<file path="src/rtl/serial_adder_pkg.sv">
// Shared types for the bit-serial adder controller.
// FSM encoding and default operand width.
package serial_adder_pkg;

    localparam int DEFAULT_WIDTH = 8;

    typedef enum logic [1:0] {
        IDLE = 2'b00,
        RUN  = 2'b01,
        DONE = 2'b10
    } state_t;

endpackage

</file>
<file path="src/rtl/fullAdder.sv">
// Single-bit full adder cell.
// Combinational sum and carry of a, b and c_in.
module fullAdder (
    input  logic a,
    input  logic b,
    input  logic c_in,
    output logic sum,
    output logic carry
);

    assign sum   = a ^ b ^ c_in;
    assign carry = (a & b) | (c_in & (a ^ b));

endmodule

</file>
<file path="src/rtl/serial_adder_ctrl.sv">
// Bit-serial adder: one fullAdder cell, WIDTH cycles per sum.
// Operands shift out LSB first; sum bits shift in from the MSB.
module serial_adder_ctrl
    import serial_adder_pkg::*;
#(
    parameter int WIDTH = DEFAULT_WIDTH
) (
    input  logic             clk,
    input  logic             rst_n,
    input  logic             start,
    input  logic [WIDTH-1:0] a_in,
    input  logic [WIDTH-1:0] b_in,
    input  logic             c_in,
    output logic             busy,
    output logic             done,
    output logic [WIDTH-1:0] sum_out,
    output logic             c_out
);

    localparam int CNT_W = $clog2(WIDTH);
    localparam logic [CNT_W-1:0] LAST = CNT_W'(WIDTH - 1);

    state_t           state_q, state_d;
    logic [WIDTH-1:0] a_sh_q, a_sh_d;
    logic [WIDTH-1:0] b_sh_q, b_sh_d;
    logic [WIDTH-1:0] s_sh_q, s_sh_d;
    logic [WIDTH-1:0] sum_q, sum_d;
    logic             carry_q, carry_d;
    logic             cout_q, cout_d;
    logic [CNT_W-1:0] cnt_q, cnt_d;
    logic             fa_sum;
    logic             fa_carry;

    fullAdder u_fa (
        .a     (a_sh_q[0]),
        .b     (b_sh_q[0]),
        .c_in  (carry_q),
        .sum   (fa_sum),
        .carry (fa_carry)
    );

    // Next state, shift/accumulate datapath and result capture.
    always_comb begin
        state_d = state_q;
        a_sh_d  = a_sh_q;
        b_sh_d  = b_sh_q;
        s_sh_d  = s_sh_q;
        sum_d   = sum_q;
        carry_d = carry_q;
        cout_d  = cout_q;
        cnt_d   = cnt_q;
        unique case (state_q)
            IDLE: begin
                if (start) begin
                    a_sh_d  = a_in;
                    b_sh_d  = b_in;
                    carry_d = c_in;
                    cnt_d   = '0;
                    state_d = RUN;
                end
            end
            RUN: begin
                a_sh_d  = {1'b0, a_sh_q[WIDTH-1:1]};
                b_sh_d  = {1'b0, b_sh_q[WIDTH-1:1]};
                s_sh_d  = {fa_sum, s_sh_q[WIDTH-1:1]};
                carry_d = fa_carry;
                cnt_d   = cnt_q + CNT_W'(1);
                if (cnt_q == LAST) begin
                    sum_d   = s_sh_d;
                    cout_d  = fa_carry;
                    state_d = DONE;
                end
            end
            DONE: state_d = IDLE;
            default: state_d = IDLE;
        endcase
    end

    // State and datapath registers; reset discards any in-flight sum.
    always_ff @(posedge clk or negedge rst_n) begin
        if (!rst_n) begin
            state_q <= IDLE;
            a_sh_q  <= '0;
            b_sh_q  <= '0;
            s_sh_q  <= '0;
            sum_q   <= '0;
            carry_q <= 1'b0;
            cout_q  <= 1'b0;
            cnt_q   <= '0;
        end else begin
            state_q <= state_d;
            a_sh_q  <= a_sh_d;
            b_sh_q  <= b_sh_d;
            s_sh_q  <= s_sh_d;
            sum_q   <= sum_d;
            carry_q <= carry_d;
            cout_q  <= cout_d;
            cnt_q   <= cnt_d;
        end
    end

    assign busy    = (state_q != IDLE);
    assign done    = (state_q == DONE);
    assign sum_out = sum_q;
    assign c_out   = cout_q;

endmodule

</file>
<file path="config.mk">
export PLATFORM = sky130hd
export DESIGN_NAME = serial_adder_ctrl
export DESIGN_NICKNAME = d
export VERILOG_FILES = /design/src/rtl/serial_adder_pkg.sv /design/src/rtl/fullAdder.sv /design/src/rtl/serial_adder_ctrl.sv
export SDC_FILE = /design/constraint.sdc
export NUM_CORES = 1
export LEC_CHECK = 0
export CORE_ASPECT_RATIO = 2
export CORE_MARGIN = 3
export CORE_UTILIZATION = 56
export DETAILED_ROUTE_END_ITERATION = 8
export PLACE_DENSITY = 0.8
export SYNTH_ARGS = -nofsm -noshare
export SYNTH_HDL_FRONTEND = slang
export SYNTH_SLANG_ARGS = --single-unit
</file>
<file path="constraint.sdc">
create_clock -name clk -period 2.4 [get_ports clk]
set_input_delay 0.24 -clock clk [delete_from_list [all_inputs] [get_ports clk]]
set_output_delay 0.24 -clock clk [all_outputs]
set_load 0.05 [all_outputs]
</file>
Word level (Yosys, flattened, before mapping)

Cells that the tools add are included.

Bits in registers: 39
Bits in latches: 0
Bits in writable memories: 0
Bits in read-only memories: 0
Bits of input ports: 20
Output and inout bits: 11
Word-level logic and storage cells: 36
Memories kept: 0

Add/sub/neg operators: 1
Multipliers: 0
Divide/modulo/power cells: 0
$lt $le $gt $ge: 0
Equal/unequal tests: 5
Shift operators: 0
Multiplexer cells: 11
Bitwise logic cells: 5
Reductions and logical operators: 6

Operators by type and width:

| kind                | number |
|---|---|
| $pmux 8 s2          | 2 |
| $mux 8              | 2 |
| $pmux 3 s2          | 1 |
| $reduce_and 2->1    | 3 |
| $mux 2              | 2 |
| $ne 2x2->1 const B  | 2 |
| $pmux 2 s2          | 1 |
| $reduce_bool 2->1   | 2 |
| $add 3x1->3 const B | 1 |
| $eq 3x3->1 const B  | 1 |
| $mux 3              | 1 |
| $and 1x1->1         | 2 |
| $eq 2x1->1 const B  | 1 |
| $eq 2x2->1 const B  | 1 |
| $logic_not 2->1     | 1 |
| $pmux 1 s2          | 1 |
| $xor 1x1->1         | 2 |
| $mux 1              | 1 |
| $or 1x1->1          | 1 |

Depth between registers and ports, before layout

Gate-level depths: netlist (run 1).

Depth in word-level cells: 4
Mapped depth: 5

Cells and area by module

A second synthesis (run 1) with hierarchy kept.

Cell total of the unflattened synthesis: 136
Area, all modules: 1,752.9 um^2

By module, submodules not included:

| module            | instances | cells an instance | area each (um^2) | sequential area each (um^2) |
|---|---|---|---|---|
| serial_adder_ctrl | 1         | 135               | 1,732.9          | 950.9 |
| fullAdder         | 1         | 1                 | 20.0             | 0.0 |

Worst setup path before layout (run 1)

Ideal clock, no wire load.

Path type: reg2out
Start: register state_q[1]
End: output port done
Arrival time: 1,411 ps
Slack: 749 ps
Cell stages (with the launch flop): 4
Cells stage by stage: dfrtp_1 buf_2 buf_2 nor2b_1

Longest elaborated chain between the ends: 1

Ends and longest elaborated chain:

| what                     | line                     | text |
|---|---|---|
| start: declaration       | serial_adder_ctrl.sv:23  | `state_t state_q, state_d;` |
| start signal: assignment | serial_adder_ctrl.sv:91  | `state_q <= state_d;` |
| $eq 2x2->1               | serial_adder_ctrl.sv:103 | `assign done = (state_q == DONE);` |
| end: declaration         | serial_adder_ctrl.sv:15  | `output logic done,` |

Every way passes these cells.

Final worst setup path (run 1)

Ends and elaborated chain as after synthesis.

==> results of run 1 <==
==> sequential cells by signal (all words and copies together) (netlist names) <==
| signal | count |
|---|---|
| sum_out | 8 |
| s_sh_q | 7 |
| a_sh_q | 8 |
| b_sh_q | 8 |
| cnt_q | 3 |
| state_q | 2 |
| carry_q | 1 |
| c_out | 1 |
==> cell families after synthesis <==
family / count (synthesis) / synth area share [%]
compound gates: 22 / 11.87
fa+ha+maj: 3 / 2.544
mux: 17 / 12.65
buf+inv: 18 / 5.229
flops: 38 / 53.71
simple gates: 29 / 13.99
==> synthesized netlist by cell type, drive strengths merged (3+ instances only) <==
cell type | number | area share [%]
dfrtp | 38 | 54
mux2 | 16 | 12
o221a | 10 | 6.4
or4b | 10 | 5.7
buf | 9 | 3.2
inv | 6 | 1.3
nor3b | 5 | 2.1
nor4b | 5 | 2.5
a211oi | 3 | 1.3
clkbuf | 3 | 0.78
nand2b | 3 | 1.1
==> stage by stage <==
stage                     total power [mW]  hold WS [ns]  instance area [um2]  utilization (%)  instances
after global routing                 3.161        0.4049                 2156            72.40        186
after CTS                            2.992        0.3852                 2156            72.40        186
after detailed placement             2.541        0.4799                 2061            69.20        178
after global placement               2.474        0.4749                 2061            69.20        178
final                                2.962        0.3729                 2156            72.40        186
after floorplan                      2.170      -0.05559                 1770                -        127
==> power by group <==
part           internal, mW  total [mW]  switching [mW]
Sequential            0.951        1.17           0.219
Combinational         0.673        1.34           0.671
Clock                 0.231       0.447           0.217
==> routing by layer <==
metal	vias up	GRT usage (%)	share of wire [%]
li1	533	-	-
met4	0	14.25	5.2
met5	-	0	0
met2	36	30.19	49
met1	553	22.85	41
met3	15	5.252	4.0
==> how the worst min path moves through the flow <==
stage | from | to | slack [ns] | depth (start not counted)
2_1_floorplan | rst_n | a_sh_q[0]$_DFFE_PN0P_ | -0.06 | 0
3_3_place_gp | cnt_q[0]$_DFFE_PN0P_ | cnt_q[0]$_DFFE_PN0P_ | 0.47 | 1
3_5_place_dp | cnt_q[0]$_DFFE_PN0P_ | cnt_q[0]$_DFFE_PN0P_ | 0.48 | 1
4_1_cts | rst_n | b_sh_q[5]$_DFFE_PN0P_ | 0.39 | 2
5_1_grt | rst_n | s_sh_q[1]$_DFFE_PN0P_ | 0.40 | 2
6_report | rst_n | s_sh_q[1]$_DFFE_PN0P_ | 0.37 | 2
==> layout by cell type, fill, tap and decap left out, drive strengths merged <==
| cell | count |
|---|---|
| and2b | 1 |
| nand3b | 1 |
| clkdlybuf4s50 | 30 |
| nor4bb | 2 |
| nor2b | 1 |
| fa | 1 |
| o21ba | 1 |
| dfrtp | 38 |
| a211oi | 3 |
| a211o | 2 |
| buf | 3 |
| a22o | 2 |
| nor4b | 5 |
| a21oi | 1 |
| nand2b | 3 |
| mux2 | 16 |
| inv | 6 |
| clkinvlp | 1 |
| clkinv | 1 |
| o221a | 10 |
| or2 | 1 |
| or4b | 10 |
| a221oi | 2 |
| ha | 2 |
| clkbuf | 6 |
| mux2i | 1 |
| nor3b | 5 |
| o21bai | 1 |
==> worst max-delay path, delay by kind of cell, from the launching register on <==
kind | cells | cell delay [ns]
and+or+nand+nor | 1 | 0.19
DFF | 1 | 0.56
buffers and inverters | 1 | 0.81
==> cell type report <==
| cell class | count | area share (%) |
|---|---|---|
| sequential | 38 | 44.11 |
| multi-input combinational | 71 | 33.72 |
| timing repair buffer | 33 | 14.97 |
| clock buffer | 6 | 3.831 |
| tap | 30 | 1.741 |
| inverter | 6 | 1.045 |
| clock inverter | 2 | 0.5804 |
==> metrics list, run 1 <==
* Clock buffer depth: 2
- Critical path startpoint: state_q[1]$_DFFE_PN0P_
- The routed design has 3211 um of wire.
- The most used flip-flop cell after synthesis is sky130_fd_sc_hd__dfrtp_1.
- The count of buffers added on input and output ports is 30.
* Number of different library cells in the post-synthesis netlist: 29
- The worst setup path is captured at a primary output.
- Final Cycle Share: 86.99%
* Standard-cell rows: 28
- Worst voltage drop across the vdd grid: 1.034 mV
- At the end of routability-driven placement, the weighted congestion stood at 0.8123.
- The detail route stage leaves a number of antenna-violating nets equal to 0.
- Clock period minus final worst setup slack: 2.088 ns
* Critical-path cell list: nor2b_1 > clkdlybuf4s50_1
- Across the whole layout, storage elements account for 950.9 um2.
- The floorplan step defined a die boundary enclosing 0.003913 mm2.
* Hold Violations, Final: 0
- The total area inside the core boundary comes to 0.002978 mm2.
- At the end of the flow, the number of nets in the layout was 178.
- Clock latency on the worst-skew pair, taken at its later pin, is 0.28 ns.
- CTS built an H-tree with a depth of 2.
- For this run, design rule violations remaining after detail routing come to 0.
- Setup repair after global routing left no endpoint under its margin.
- Number of global-route vias before repair: 1266
* Ratio of total power to cell area: 1374 mW/mm2
* 1st-pass router iterations: 4
* Status: finished clean
- The most critical setup path has its endpoint at done.
- Post-cts resize count: 0
* Worst reg-to-reg setup slack: 0.47 ns
- Summed over all cells, the static leakage comes to 0.9438 nW.
* Class of the most critical hold timing path: input pin to asynchronous set/reset pin
- Yosys warning total: 0
- Remaining max-slew budget at the tightest pin: 52.40%
- For the worst setup path, the data arrival time is 1.85 ns.
* Number of buffers inserted for hold repair after clock tree synthesis: 0
- OpenSTA, run right after detailed placement, puts the worst setup slack at 0.4612 ns.
- Dpl hpwl: 2347 um
- All-layer global routing usage: 19.79%
* Delay of the slowest cell on the worst path: 0.81 ns
* Global-route wire length before repair: 5623 um
- Setup ws final: 0.3122 ns
- Of all flip-flops after synthesis, the portion carrying an async set or reset was 100.0%.
- The slowest stage of the critical path is the sky130_fd_sc_hd__clkdlybuf4s50_1 cell.
- Clock root buffer master: sky130_fd_sc_hd__clkbuf_8
* DR vias/cell: 6.113
* Share of cells above drive strength 1: 25.00%
* Multi-input gate area in the final layout: 726.9 um2
- Startpoint type of the worst setup path: register
- Summed over all failing endpoints, the final setup total negative slack is 0 ns.
- For the worst flop-to-flop path, the logic depth is 3.
- Timing would allow up to 479.0 MHz.
- The endpoint identified for the worst register-to-register timing path is c_out$_DFFE_PN0P_.
* Register area share after synthesis: 53.71%
- First-iteration detailed-routing DRC count: 12
- Yosys mapped a number of flops with a built-in enable equal to 0.
* Beginning of the worst register-to-register path: state_q[0]$_DFFE_PN0P_
* Number of fillers in the final layout: 195
* Clock tree from TritonCTS: done
- Antenna diode count: 0
* Effective utilization at floorplan: 59.45%
- 31 I/O pins were placed.
- Entering global routing, the biggest net connects 39 pins.
- Summing over every cut layer, the via total after detailed routing is 1137.
- The clock arrives with 0.003444 ns of skew.
- Clock slew at reported path FFs: 0.07 ns
- DR WL/cell: 17.26 um
- Buffer count from post-CTS setup fixing: 0
- At the worst endpoint, the required time is 2.16 ns.
* Post-synthesis to final-layout area growth: 21.77%
- The tree built by TritonCTS fans out to 38 sinks.
- The number of nets in the synthesized netlist is 150.
- Setup violations remaining at the end of the flow were counted as 0.
- Slew Limit Fails: 0
- Measured along the x axis, the die boundary spans 45.76 um.
* Transition time at the pin with the least slew margin: 0.7140 ns
- The critical path in this run is classified as register to primary output.
- In this run the worst path has a maximum fanout of 16.
- Remaining global-route overflow: 0
- The cell area that synthesis handed to floorplanning was 0.001770 mm2.
- The number of antenna violations at the first check in global routing came to 0.
- In this run, synthesis produced a sequential element count of 38.
* Synthesized instance count: 127
* Die outline height: 85.52 um
* Number of CTS-inserted buffers: 5
* Max_cap viols: 0
- The average instance in the mapped netlist occupies 13.94 um2.
Note: power is estimated with default switching activity, not from simulation.
==> inputs of run 2 (changes only) <==
--- a/config.mk
+++ b/config.mk
@@ -6,10 +6,11 @@
 export NUM_CORES = 1
 export LEC_CHECK = 0
 export CORE_ASPECT_RATIO = 2
-export CORE_MARGIN = 3
+export CORE_MARGIN = 5
 export CORE_UTILIZATION = 56
 export DETAILED_ROUTE_END_ITERATION = 8
 export PLACE_DENSITY = 0.8
+export SLEW_MARGIN = 20
 export SYNTH_ARGS = -nofsm -noshare
 export SYNTH_HDL_FRONTEND = slang
 export SYNTH_SLANG_ARGS = --single-unit
==> run 2 against run 1 <==
Sequential share of layout area fell by 0.25 points; clock skew rose by 0.0030 ns; maximum frequency rose by 9.9%; routed wire length rose by 3.1%; global-route usage fell by 3.3 points; largest cell class unchanged; sequential power barely moved.
==> metrics list, run 2 (synthesis results as in run 1) <==
- Pwr Total: 3.053 mW (+3.1%)
* DR WL/cell: 17.71 um (+2.6%)
- The register-to-register path setup slack was 0.63 ns (+0.16 ns).
- The cell count of the worst reg-to-reg path came to 3 (unchanged).
- 1st-pass router iterations: 4 (unchanged)
* Final weighted congestion in routability-driven placement: 0.7279 (-10%)
- The clock skew was 0.006479 ns (+0.003035 ns).
- Beginning of the worst register-to-register path: state_q[1]$_DFFE_PN0P_
* Count of buffers from port buffering: 30 (unchanged)
- Status: finished clean
- The first-pass GRT wire length came to 5582 um (-0.73%).
- The total number of placement rows came to 29 (+3.6%).
- The number of maximum-capacitance constraint violations is 0 (unchanged).
* Layout Nets: 178 (unchanged)
- The maximum buffer depth of the clock tree is 2 (unchanged).
- TritonCTS built the clock tree.
* Routed Wire Length: 3311 um (+3.1%)
* Total setup violations reported at the end of the flow: 0 (unchanged)
- The via-per-instance ratio came to 6.043 (-1.1%).
- The worst setup path is captured at a primary output.
- CP required: 2.16 ns (about the same)
- Commonest non-fill, non-tap cell in the layout: sky130_fd_sc_hd__dfrtp_1
* Critical path startpoint: state_q[1]$_DFFE_PN0P_
- Antenna diode count: 0 (unchanged)
- Clock period minus final worst setup slack: 1.900 ns (-0.1874 ns)
* Worst voltage drop across the vdd grid: 0.9719 mV (-6.0%)
- Class of the most critical hold timing path: input pin to asynchronous set/reset pin
- Post-cts resize count: 0 (unchanged)
- Worst-Skew Late Latency: 0.29 ns (about the same)
- The count of pins on the block boundary is 31 (unchanged).
- Width of the die: 49.76 um (+8.7%)
- The total congestion overflow after global routing is 0 (unchanged).
- In the layout the commonest cells are sky130_fd_sc_hd__dfrtp_1, sky130_fd_sc_hd__clkdlybuf4s50_1, sky130_fd_sc_hd__or4b_1, sky130_fd_sc_hd__o221a_2, sky130_fd_sc_hd__mux2_4.
* Vias post-DR: 1130 (-0.62%)
- The final count of hold timing violations came to 0 (unchanged).
- The number of antenna violations at the first check in global routing is 0 (unchanged).
- Maximum fanout count along the critical path: 3 (-13)
- The aggregate global-route resource usage was 16.48% (-3.3 points).
- Die outline height: 89.52 um (+4.7%)
* Critical-path cell list: or2_2 > clkdlybuf4s50_1
- The final routed DRC violation total came to 0 (unchanged).
- Ratio of total power to cell area: 1408 mW/mm2 (+2.5%)
- Delay of the slowest cell on the worst path: 0.70 ns (-0.11 ns)
- Number of buffers inserted for hold repair after clock tree synthesis: 0 (unchanged)
- The clock buffer count from CTS was 5 (unchanged).
- The area of the die was 0.004454 mm2 (+14%).
* CTS sink count: 38 (unchanged)
- Antenna Violating Nets Remaining: 0 (unchanged)
- The fill cell instance count of the final layout came to 227 (+16%).
- Data arrival time of the critical path: 1.66 ns (-0.19 ns)
- The starting utilization of the core area was 56.74% (-2.7 points).
* Dpl hpwl: 2422 um (+3.2%)
- Highest-delay cell along the critical path: sky130_fd_sc_hd__clkdlybuf4s50_1
* RSZ-0062 raised after global routing: false
- The fraction of layout cells with a size suffix above 1 came to 23.72% (-1.3 points).
* Slew Limit Fails: 0 (unchanged)
* Buffer count from post-CTS setup fixing: 0 (unchanged)
* Final Cycle Share: 79.18% (-7.8 points)
- The clock transition at the register clock pins on the worst setup and hold paths after CTS came to 0.07 ns (about the same).
* First-iteration detailed-routing DRC count: 38 (+26)
* Core area: 0.003120 mm2 (+4.8%)
* Clock root buffer master: sky130_fd_sc_hd__clkbuf_8
- The relative slew slack came to 53.23% (+0.84 points).
* Category of the critical setup timing path: register to primary output
- The static leakage is 0.9490 nW (+0.56%).
- Number of global-route vias before repair: 1180 (-6.8%)
- The final cell utilization of the core came to 69.49% (-2.9 points).
- The achievable frequency came to 526.2 MHz (+9.9%).
- The count of H-tree levels built during CTS is 2 (unchanged).
* Post-synthesis to final-layout area growth: 22.47%
* Setup TNS: 0 ns (unchanged)
- The worst setup path is launched from a register.
- Transition time at the pin with the least slew margin: 0.7015 ns (-0.01253 ns)
* Worst R2R End: sum_out[0]$_DFFE_PN0P_
* Pin count of the biggest net entering global routing: 39 (unchanged)
[run 2: cell count changes in the layout (fill, tap and decap cells not counted), sizes merged]
| cell | before | now |
|---|---|---|
| clkinv | 1 | 0 |
| clkinvlp | 1 | 0 |
| clkbuf | 6 | 7 |
| bufinv | 0 | 1 |
[run 2: worst max path at each step]
stage,to,slack (ns),depth (start not counted)
after floorplan,done,0.75,3
after global placement,b_sh_q[1]$_DFFE_PN0P_,0.58,3
after detailed placement,a_sh_q[1]$_DFFE_PN0P_,0.55,3
after CTS,busy,0.49,2
after global routing,busy,0.45,2
final,busy,0.50,2
[run 2: power breakdown]
| part | switching (mW) | total, mW | internal, mW |
|---|---|---|---|
| registers | 0.196 | 1.15 | 0.952 |
| logic | 0.707 | 1.38 | 0.674 |
| clock network | 0.214 | 0.525 | 0.311 |
| total | 1.12 | 3.05 | 1.94 |
[run 2: final cells by class]
cell class	count	area, um2	area share, %
sequential	38	950.9	43.85
multi-input combinational	71	726.9	33.53
tap	31	38.79	1.789
inverter	6	22.52	1.039
clock inverter	1	30.03	1.385
timing repair buffer	33	322.8	14.89
clock buffer	7	76.32	3.520
[run 2: per-layer routing]
metal	GRT usage [%]	share of wire, %	vias to the layer above	wire [um]
met5	0	0	-	0
met4	6.205	1.5	0	51
met3	4.174	4.8	5	158
met2	29.00	54	28	1799
met1	18.93	39	562	1302
li1	-	-	535	-
[run 2: worst max-delay path, delay by kind of cell, from the launching register on]
kind                   cells  cell delay, ns
buffers and inverters      1            0.70
flip-flops                 1            0.39
AND/OR/NAND/NOR            1            0.29
[run 2: stage by stage]
step / cells / setup WS [ns] / cell area [um2] / hold WS (ns)
after floorplan: 127 / 0.7489 / 1770 / -0.05559
after global placement: 179 / 0.5833 / 2062 / 0.4662
after detailed placement: 179 / 0.5549 / 2062 / 0.4813
after CTS: 187 / 0.4896 / 2168 / 0.3926
after global routing: 187 / 0.4505 / 2168 / 0.4274
final: 187 / 0.4996 / 2168 / 0.3760
==> inputs of run 3 (changes only) <==
--- a/config.mk
+++ b/config.mk
@@ -7,9 +7,9 @@
 export LEC_CHECK = 0
 export CORE_ASPECT_RATIO = 2
 export CORE_MARGIN = 5
-export CORE_UTILIZATION = 56
+export CORE_UTILIZATION = 47
 export DETAILED_ROUTE_END_ITERATION = 8
-export PLACE_DENSITY = 0.8
+export PLACE_DENSITY = 0.71
 export SLEW_MARGIN = 20
 export SYNTH_ARGS = -nofsm -noshare
 export SYNTH_HDL_FRONTEND = slang
==> constraint.sdc (replaced) <==
create_clock -name clk -period 1.65 [get_ports clk]
set_input_delay 0.165 -clock clk [delete_from_list [all_inputs] [get_ports clk]]
set_output_delay 0.165 -clock clk [all_outputs]
set_load 0.05 [all_outputs]
==> run 3 against run 2 <==
Non-clock buffer count grew 7; design area up 4.0%; critical path depth is 1 higher; via count up 3.5%; core utilization shrank 7.6 points; first-iteration DRC count shrank 55%; combinational power up 49%; die area up 16%; routed wire length fell by 1.2%; clock power grew 46%; critical path type unchanged; largest cell class unchanged; largest power group unchanged; highest routed layer unchanged.
==> metrics list, run 3 (synthesis results as in run 1) <==
- Status: finished clean
* Number of antenna violations at the first check in global routing: 0 (unchanged)
- Ratio of total power to cell area: 1983 mW/mm2 (+41%)
- The highest fanout seen on the critical path is 21 (+18).
- Worst voltage drop across the vdd grid: 1.140 mV (+17%)
- The library cells used most frequently in the layout, excluding fill and tap cells, are sky130_fd_sc_hd__dfrtp_1, sky130_fd_sc_hd__clkdlybuf4s50_1, sky130_fd_sc_hd__buf_4.
* Crit end category: primary output
* Grt met2 use: 24.22% (-4.8 points)
- CP required: 1.48 ns (-0.68 ns)
- Setup repair after global routing left no endpoint under its margin.
* Clock network power share: 17.1% (about the same)
- Post-cts resize count: 0 (unchanged)
* Setup TNS: 0 ns (unchanged)
* Die outline height: 96.80 um (+8.1%)
- Internal: 2.850 mW (+47%)
- The critical path is of the register to primary output type.
* Routed Wire Length: 3270 um (-1.2%)
- Combinational power share: 45.8% (+0.6 points)
- The count of pins on the block boundary is 31 (unchanged).
- The global placer's final weighted congestion was 0.8021 (+10%).
* Post-route cell area: 0.002256 mm2 (+4.0%)
- In this run the worst hold path is classified as input pin to asynchronous set/reset pin.
- The number of post-CTS setup repair buffers was 0 (unchanged).
* Highest-delay cell along the critical path: sky130_fd_sc_hd__dfrtp_1
- The worst path uses 93.91% of the clock period.
* Post-synthesis to final-layout area growth: 27.42%
- Number of CTS-inserted buffers: 5 (unchanged)
- The aggregate global-route resource usage is 15.16% (-1.3 points).
- Delay of the slowest cell on the worst path: 0.40 ns (-0.30 ns)
- Critical path's top delay family: flip-flops
- Global-route wire length before repair: 5989 um (+7.3%)
- Pre-CTS setup slack: 0.1345 ns (-0.4204 ns)
- Setup ws final: 0.1005 ns (-0.3991 ns)
- First-iteration detailed-routing DRC count: 17 (-55%)
- Pin count of the biggest net entering global routing: 39 (unchanged)
- The fraction of layout cells with a size suffix above 1 is 34.97% (+11 points).
- The final layout net count was 185 (+3.9%).
- Area after detailed placement: 0.002147 mm2 (+4.1%)
- The detailed-routing iteration count for the pre-antenna-repair pass came to 4 (unchanged).
* Switching part of the total power: 36.27% (-0.31 points)
* Count of buffers from port buffering: 30 (unchanged)
* Buf+Inv Stages, Crit Path: 2 (+1)
* Effective utilization at floorplan: 48.56% (-8.2 points)
- Clock buffer depth: 2 (unchanged)
- Based on the critical path, the design can be clocked at up to 645.4 MHz.
* Overall die area: 0.005169 mm2 (+16%)
* Pleak: 1.015 nW (+6.9%)
* Remaining global-route overflow: 0 (unchanged)
- DR WL/cell: 15.42 um (-13%)
- GR Util met3: 3.846% (-0.33 points)
- After layout, the minimum clock period comes to 1.550 ns.
- The count of H-tree levels built during CTS came to 2 (unchanged).
* Slew Limit Fails: 0 (unchanged)
- The HPWL after detailed placement is 2406 um (-0.65%).
- TritonCTS built the clock tree.
- The relative slew slack is 68.97% (+16 points).
- Antenna diode count: 0 (unchanged)
- The library cell used most frequently in the layout, excluding fill and tap cells, is sky130_fd_sc_hd__dfrtp_1.
* Vias post-DR: 1169 (+3.5%)
- The number of global-route vias before repair is 1275 (+8.1%).
- The count of hold buffers inserted by post-cts repair is 0 (unchanged).
- Startpoint type of the worst setup path: register
* Width of the die: 53.40 um (+7.3%)
- The via-per-instance ratio is 5.514 (-8.7%).
- The area of the placeable core was 0.003646 mm2 (+17%).
- Worst-Skew Late Latency: 0.28 ns (about the same)
- Total setup violations reported at the end of the flow: 0 (unchanged)
- The clock sink total came to 38 (unchanged).
- The switching power of the nets came to 1.622 mW (+45%).
* Hold Violations, Final: 0 (unchanged)
* Sequential cell fraction of total power: 37.1% (-0.5 points)
* Data arrival time of the critical path: 1.38 ns (-0.28 ns)
- The critical path goes through buf_4 > or2_2 > buf_12.
- Max_cap viols: 0 (unchanged)
- Clock root buffer master: sky130_fd_sc_hd__clkbuf_8
- Transition time at the pin with the least slew margin: 0.4654 ns (-0.2361 ns)
- Antenna Violating Nets Remaining: 0 (unchanged)
- Busiest metal layer after global routing: met2
* Max Clock Skew: 0.006076 ns (-0.0004034 ns)
- Clock slew at reported path FFs: 0.07 ns (about the same)
- The final routed DRC violation total is 0 (unchanged).
- Standard-cell rows: 31 (+6.9%)
- GR Layer Usage met1: 18.83% (-0.10 points)
* Pwr Total: 4.473 mW (+46%)
[run 3: cell count changes in the layout (fill, tap and decap cells not counted)]
cell / previous run / this run
sky130_fd_sc_hd__buf_12: 0 / 3
sky130_fd_sc_hd__buf_4: 3 / 18
sky130_fd_sc_hd__clkbuf_1: 2 / 0
sky130_fd_sc_hd__clkdlybuf4s50_1: 30 / 19
sky130_fd_sc_hd__clkinv_2: 0 / 2
[run 3: cell type report]
class | instances | area (um2)
fillers | 311 | 1390
multi-input cells | 71 | 726.9
flip-flops and latches | 38 | 950.9
well taps | 49 | 61.31
clock buffers | 5 | 68.82
inverters | 6 | 22.52
clock inverters | 3 | 40.04
repair buffers | 40 | 385.4
[run 3: final timing paths]
kind	startpoint	end	slack, ns	cells after the start
setup / recovery	state_q[1]$_DFFE_PN0P_	busy	0.10	3
hold / removal	rst_n	b_sh_q[5]$_DFFE_PN0P_	0.29	2
setup reg to reg	cnt_q[0]$_DFFE_PN0P_	c_out$_DFFE_PN0P_	0.14	5
hold reg to reg	cnt_q[0]$_DFFE_PN0P_	cnt_q[0]$_DFFE_PN0P_	0.49	1
max in group asynchronous	rst_n	sum_out[5]$_DFFE_PN0P_	1.02	2
min in group clk	cnt_q[0]$_DFFE_PN0P_	cnt_q[0]$_DFFE_PN0P_	0.49	1
[run 3: power groups by stage]
stage                     Sequential, mW  Clock, mW  Combinational, mW
after floorplan                     1.98          0               1.17
after global placement              1.65          0               2.03
after detailed placement            1.67          0               2.08
after CTS                           1.67      0.789               2.08
after global routing                1.72      0.820               2.24
final                               1.66      0.767               2.05
[run 3: per-layer routing]
metal / share of wire, % / vias to the layer above / wire length [um]
met5: 0 / - / 0
met4: 2.1 / 0 / 70
met3: 4.4 / 8 / 145
li1: - / 551 / -
met2: 52 / 30 / 1708
met1: 41 / 580 / 1345
[run 3: through the flow]
step / cells / util [%] / hold WS [ns]
after floorplan: 127 / - / -0.1306
after global placement: 204 / 58.89 / 0.4865
after detailed placement: 204 / 58.89 / 0.4839
after CTS: 212 / 61.87 / 0.3035
after global routing: 212 / 61.87 / 0.3451
final: 212 / 61.87 / 0.2934
[run 3: worst reg2reg max path, cell delays in order (launching register included)]
cell	delay, ns
sky130_fd_sc_hd__dfrtp_1	0.40
sky130_fd_sc_hd__ha_1	0.20
sky130_fd_sc_hd__ha_1	0.20
sky130_fd_sc_hd__nand3b_1	0.14
sky130_fd_sc_hd__buf_12	0.16
sky130_fd_sc_hd__mux2_4	0.30
